## src/rtl/ram_port_arbiter.sv

```systemverilog
// ram_port_arbiter: shares one in-order single-port RAM between the fetch (I)
// and data (D) requesters. Grants are combinational. D wins by default, and a
// starvation counter forces an I grant after StarveLimit consecutive D grants.
// A two-deep tag FIFO remembers who owns each outstanding access. Responses
// are steered back to that owner with no added latency.
module ram_port_arbiter #(
  parameter int AddrWidth   = 32,
  parameter int DataWidth   = 32,
  parameter int StarveLimit = 4
) (
  input  logic                   CLK,
  input  logic                   RST,
  // instruction-fetch requester
  input  logic                   i_req_i,
  input  logic [AddrWidth-1:0]   i_addr_i,
  output logic                   i_gnt_o,
  output logic                   i_rvalid_o,
  output logic [DataWidth-1:0]   i_rdata_o,
  // data requester
  input  logic                   d_req_i,
  input  logic                   d_we_i,
  input  logic [DataWidth/8-1:0] d_be_i,
  input  logic [AddrWidth-1:0]   d_addr_i,
  input  logic [DataWidth-1:0]   d_wdata_i,
  output logic                   d_gnt_o,
  output logic                   d_rvalid_o,
  output logic [DataWidth-1:0]   d_rdata_o,
  // shared RAM port
  output logic                   m_req_o,
  output logic                   m_we_o,
  output logic [DataWidth/8-1:0] m_be_o,
  output logic [AddrWidth-1:0]   m_addr_o,
  output logic [DataWidth-1:0]   m_wdata_o,
  input  logic                   m_rvalid_i,
  input  logic [DataWidth-1:0]   m_rdata_i,
  output logic                   spurious_o
);

  localparam int          BeWidth  = DataWidth / 8;
  localparam logic [3:0]  LimitVal = 4'(StarveLimit);

  // Owner tags of outstanding accesses: 0 = I, 1 = D.
  logic [1:0] r_tagFifo;
  logic       r_wrPtr;
  logic       r_rdPtr;
  logic [1:0] r_count;
  logic [3:0] r_starveCnt;
  logic       r_spurious;

  logic w_full;
  logic w_empty;
  logic w_iWins;
  logic w_iGnt;
  logic w_dGnt;
  logic w_push;
  logic w_pop;
  logic w_stray;
  logic w_headTag;

  assign w_full    = (r_count == 2'd2);
  assign w_empty   = (r_count == 2'd0);
  assign w_headTag = r_tagFifo[r_rdPtr];

  // I wins when D is idle or when D has starved I for StarveLimit grants.
  always_comb begin
    w_iWins = i_req_i && (!d_req_i || (r_starveCnt == LimitVal));
    w_iGnt  = 1'b0;
    w_dGnt  = 1'b0;
    if (!RST && !w_full) begin
      w_iGnt = w_iWins;
      w_dGnt = d_req_i && !w_iWins;
    end
  end

  assign w_push  = w_iGnt | w_dGnt;
  assign w_pop   = m_rvalid_i & ~w_empty;
  assign w_stray = m_rvalid_i & w_empty;

  assign i_gnt_o = w_iGnt;
  assign d_gnt_o = w_dGnt;
  assign m_req_o = w_push;

  // Drive the RAM request fields from whichever requester holds the grant.
  always_comb begin
    m_we_o    = 1'b0;
    m_be_o    = '0;
    m_addr_o  = '0;
    m_wdata_o = '0;
    if (w_iGnt) begin
      m_we_o    = 1'b0;
      m_be_o    = {BeWidth{1'b1}};
      m_addr_o  = i_addr_i;
      m_wdata_o = '0;
    end else if (w_dGnt) begin
      m_we_o    = d_we_i;
      m_be_o    = d_be_i;
      m_addr_o  = d_addr_i;
      m_wdata_o = d_wdata_i;
    end
  end

  // Steer each response to the owner recorded at the head of the tag FIFO.
  assign i_rvalid_o = w_pop & ~w_headTag;
  assign d_rvalid_o = w_pop &  w_headTag;
  assign i_rdata_o  = m_rdata_i;
  assign d_rdata_o  = m_rdata_i;
  assign spurious_o = r_spurious;

  // Tag FIFO: push the owner on each grant and pop on each matched response.
  always_ff @(posedge CLK or posedge RST) begin
    if (RST) begin
      r_tagFifo <= '0;
      r_wrPtr   <= 1'b0;
      r_rdPtr   <= 1'b0;
      r_count   <= 2'd0;
    end else begin
      if (w_push) begin
        r_tagFifo[r_wrPtr] <= w_dGnt;
        r_wrPtr            <= ~r_wrPtr;
      end
      if (w_pop) begin
        r_rdPtr <= ~r_rdPtr;
      end
      case ({w_push, w_pop})
        2'b10:   r_count <= r_count + 2'd1;
        2'b01:   r_count <= r_count - 2'd1;
        default: r_count <= r_count;
      endcase
    end
  end

  // Count D grants that bypass a waiting I; any I grant or idle I clears it.
  always_ff @(posedge CLK or posedge RST) begin
    if (RST) begin
      r_starveCnt <= 4'd0;
    end else if (!i_req_i || w_iGnt) begin
      r_starveCnt <= 4'd0;
    end else if (w_dGnt && (r_starveCnt != LimitVal)) begin
      r_starveCnt <= r_starveCnt + 4'd1;
    end
  end

  // A response with nothing outstanding latches the sticky spurious flag.
  always_ff @(posedge CLK or posedge RST) begin
    if (RST) begin
      r_spurious <= 1'b0;
    end else if (w_stray) begin
      r_spurious <= 1'b1;
    end
  end

endmodule
```

## config.mk

```make
export PLATFORM = sky130hd
export DESIGN_NAME = ram_port_arbiter
export DESIGN_NICKNAME = d
export VERILOG_FILES = /design/src/rtl/ram_port_arbiter.sv
export SDC_FILE = /design/constraint.sdc
export NUM_CORES = 1
export LEC_CHECK = 0
export ABC_AREA = 1
export BUFFER_PORTS_ARGS = -buffer_cell sky130_fd_sc_hd__buf_4
export CORE_AREA = 3 3 107 109
export CTS_CLUSTER_DIAMETER = 40
export DETAILED_ROUTE_END_ITERATION = 10
export DIE_AREA = 0 0 110 112
export PLACE_DENSITY = 0.64
export SLEW_MARGIN = 20
export SYNTH_ARGS = -nofsm -noshare
export SYNTH_HDL_FRONTEND = slang
export SYNTH_SLANG_ARGS = --single-unit
```

## constraint.sdc

```tcl
create_clock -name CLK -period 2.3 [get_ports CLK]
set_input_delay 0.115 -clock CLK [delete_from_list [all_inputs] [get_ports CLK]]
set_output_delay 0.115 -clock CLK [all_outputs]
set_load 0.02 [all_outputs]
```

==> impl_metrics.yaml <==
status:
  status: "complete, no violations"
setup_path:
  timing.rr.start: "r_count[0]"
  crit_chain: "inv_1 > ha_1 > nand3_1 > nand2_1 > nand2_1 > buf_4 > nand3_1 > nand2_1 > buf_4"
  ff2ff_setup_slack_ps: 520
  worstPathBufferInverterCount: 3
  crit_cells: 9
  cp_data_required_time_ps: 2180
  crit_start: "r_starveCnt[0]"
  critPathMaxFanout: 37
  worst_path_dominant_cell_family: "buffers and inverters"
  worstSetupEndpointType: "primary output"
  reg2reg_depth: 9
  worstPathArrival_ps: 1950
  crit_top_cell: "nand2_1"
  slowest_stage: "dfrtp_1"
  worstReg2RegEnd: "r_count[1]"
  startpoint_type: "flop"
  crit_end: "m_addr_o[17]"
  crit_type: "reg -> out"
  cpPeakStageDelay_ps: 370
pwr:
  swShare_pct: 46.37
  power_density_mw_per_mm2: 527.1
  combPwrFrac_pct: 66.7
  design_power_total_mw: 1.547
  clkPwrFrac_pct: 13.3
  p_leak_nw: 1.850
  pwr-share-seq_pct: 20.0
  switchingPower_uw: 717.5
  ir_worst_vdd_mv: 0.3814
  p_int_uw: 829.7
timing:
  hold_violations: 0
  fin_ws_ps: 230.0
  fin_crit_ps: 2070
  fin_setup_tns_ps: 0
  setup_viol: 0
  drv_slew: 0
  worst_pin_slew_ps: 568.1
  final.setup_skew_ps: 1.740
  timing.final.crit_share_pct: 90.00
  max_freq_mhz: 483.1
  slew_headroom_pct: 62.00
  rsz0062_at_grt: "false"
global_routing:
  use_met1_pct: 11.50
  overflow: 0
  met2_usage_pct: 21.00
  antenna_found_initial: 0
  grt_max_degree: 39
  grt_pass1_wl_um: 10780
  first_global_vias: 2196
  grtUsageTotal_pct: 10.80
  grt_busiest_layer: "met2"
  gr-usage-met3_pct: 2.667
logic_synthesis:
  syn_nets: 469
  avgSynthCellArea_um2: 5.859
  ys_types: 23
  synthCells: 328
  ys.warnings.count: 0
  synth_area_mm2: 0.001922
  synth_seq_cells: 11
  seq_area_frac_synth_pct: 14.32
clocking:
  cts_tree: "done"
  cts_made_buffers: 3
  path_clk_slew_ps: 50
  htreeDepth: 1
  cts_resized: 0
  clk_latency_ps: 250
  post_cts_buffers: 0
  cts_root_buf: "clkbuf_8"
  cts_sinks: 11
  clockBufferDepth: 2
place:
  io_buffers: 180
  dp_slack_ps: 469.2
  gp_congestion: 0.7791
  dp_hpwl_um: 6496
  placed_area_mm2: 0.002880
drt:
  routed_via_density: 3.998
  ant_nets: 0
  drc: 0
  routedWlPerCell_um: 13.30
  drtIter0Drc: 53
  dr.pass1.iters: 4
  drt-total-wl_um: 7689
  num_vias: 2311
die:
  initial_core_util_pct: 17.96
  io_pins: 277
  core_area_mm2: 0.01070
  num_rows: 38
  die-area_mm2: 0.01232
  die_y_um: 112
  die_w_um: 110
layout:
  nets: 580
  finalInstanceArea_mm2: 0.002935
  final_layout_size_suffix_gt1_share_pct: 44.75
  syn_to_final_growth_pct: 52.73
  antenna_cells: 0
flow_run:
  cap_violations: 0
min_path:
  min_path_type: "in -> reg"
-- cells by family (layout without fill, tap and decap cells) --
kind of cell             after synthesis  in the layout  share of synthesized area (%)
AO/OA/AOI/OAI                          8              8                          2.539
XOR/XNOR                               4              4                          1.823
adder cells (fa/ha/maj)                3              3                          1.953
buffers and inverters                128            238                          40.89
flip-flops                            11             11                          14.32
AND/OR/NAND/NOR                      174            174                          38.48
-- sequential cells by signal, summed over array words and instances (netlist names) --
| signal | cells |
|---|---|
| r_count | 2 |
| r_rdPtr | 1 |
| r_starveCnt | 4 |
| r_tagFifo | 2 |
| r_wrPtr | 1 |
| spurious_o | 1 |
-- worst min path at each step --
| stage | from | endpoint | slack, ps | cells past startpoint |
|---|---|---|---|---|
| after global routing | m_rvalid_i | spurious_o | 130 | 2 |
| after detailed placement | RST | spurious_o | 200 | 3 |
| after CTS | m_rvalid_i | spurious_o | 130 | 2 |
| after global placement | RST | r_starveCnt[3] | 200 | 3 |
| final | m_rvalid_i | spurious_o | 130 | 2 |
| after floorplan | RST | r_count[0] | -1 | 1 |
-- power by group through the flow --
stage	logic (mW)	registers, mW	clock network (mW)
floorplan	0.769	0.300	0
finish	1.03	0.309	0.206
CTS	1.04	0.311	0.208
global placement	1.02	0.308	0
detailed placement	1.04	0.312	0
global route	1.13	0.319	0.220
-- through the flow --
stage	hold WS, ps	std cells	utilization, %
6_report	127.2	578	27.44
5_1_grt	132.9	578	27.44
4_1_cts	130.7	578	27.44
3_5_place_dp	205.0	573	26.92
3_3_place_gp	199.6	573	26.92
2_1_floorplan	-1.263	328	-
-- cell type report --
type / count / area (um2)
Tap cell: 140 / 175.2
Clock buffer: 4 / 45.04
Fill cell: 1185 / 7762
Inverter: 49 / 187.7
Timing Repair Buffer: 185 / 1391
Multi-Input combinational cell: 189 / 860.8
Sequential cell: 11 / 275.3
-- metal layers --
metal / vias to the layer above / wire, um
li1: 1131 / -
met1: 1017 / 2673
met2: 154 / 4153
met3: 9 / 795
met4: 0 / 66
met5: - / 0
-- synthesized netlist by cell type --
cell       n  share of area (%)
clkinv_2   1               0.26
nand3_4    1               0.91
xnor2_1    2               0.91
o211ai_1   2               0.78
nor2_1    37                7.2
o21ai_0    4                1.0
buf_6      6                3.5
xor2_1     2               0.91
dfrtp_1   11                 14
a21oi_1    1               0.26
a31o_2     1               0.46
nand4_1    3               0.98
inv_4      1               0.33
ha_1       3                2.0
buf_2      7                1.8
inv_2      1               0.20
nand3_1   36                9.4
buf_4     66                 26
nand2_1   93                 18
nand2_2    2               0.65
nor2_4     1               0.59
inv_1     46                9.0
nand2_4    1               0.59
-- timing repair --
item / 4_1_cts / 5_1_grt
setup endpoints to repair: 0 / 0
hold endpoints to repair: 11 / 0
hold buffers: 1 / 0
-- cells in the final DEF, fill, tap and decap left out --
cell type and instances:
o21ai_0 4, inv_4 1, a31o_2 1, ha_1 3, xor2_1 2, nand2_4 1, inv_1 46, nand4_1 3
o211ai_1 2, nor2_1 37, clkinv_2 1, nand2_2 2, nand3_1 36, clkbuf_1 1, dlygate4sd3_1 1, nand3_4 1
buf_4 184, inv_2 1, clkbuf_8 3, nor2_4 1, xnor2_1 2, nand2_1 93, a21oi_1 1, dfrtp_1 11
(Power assumes the default switching activity.)
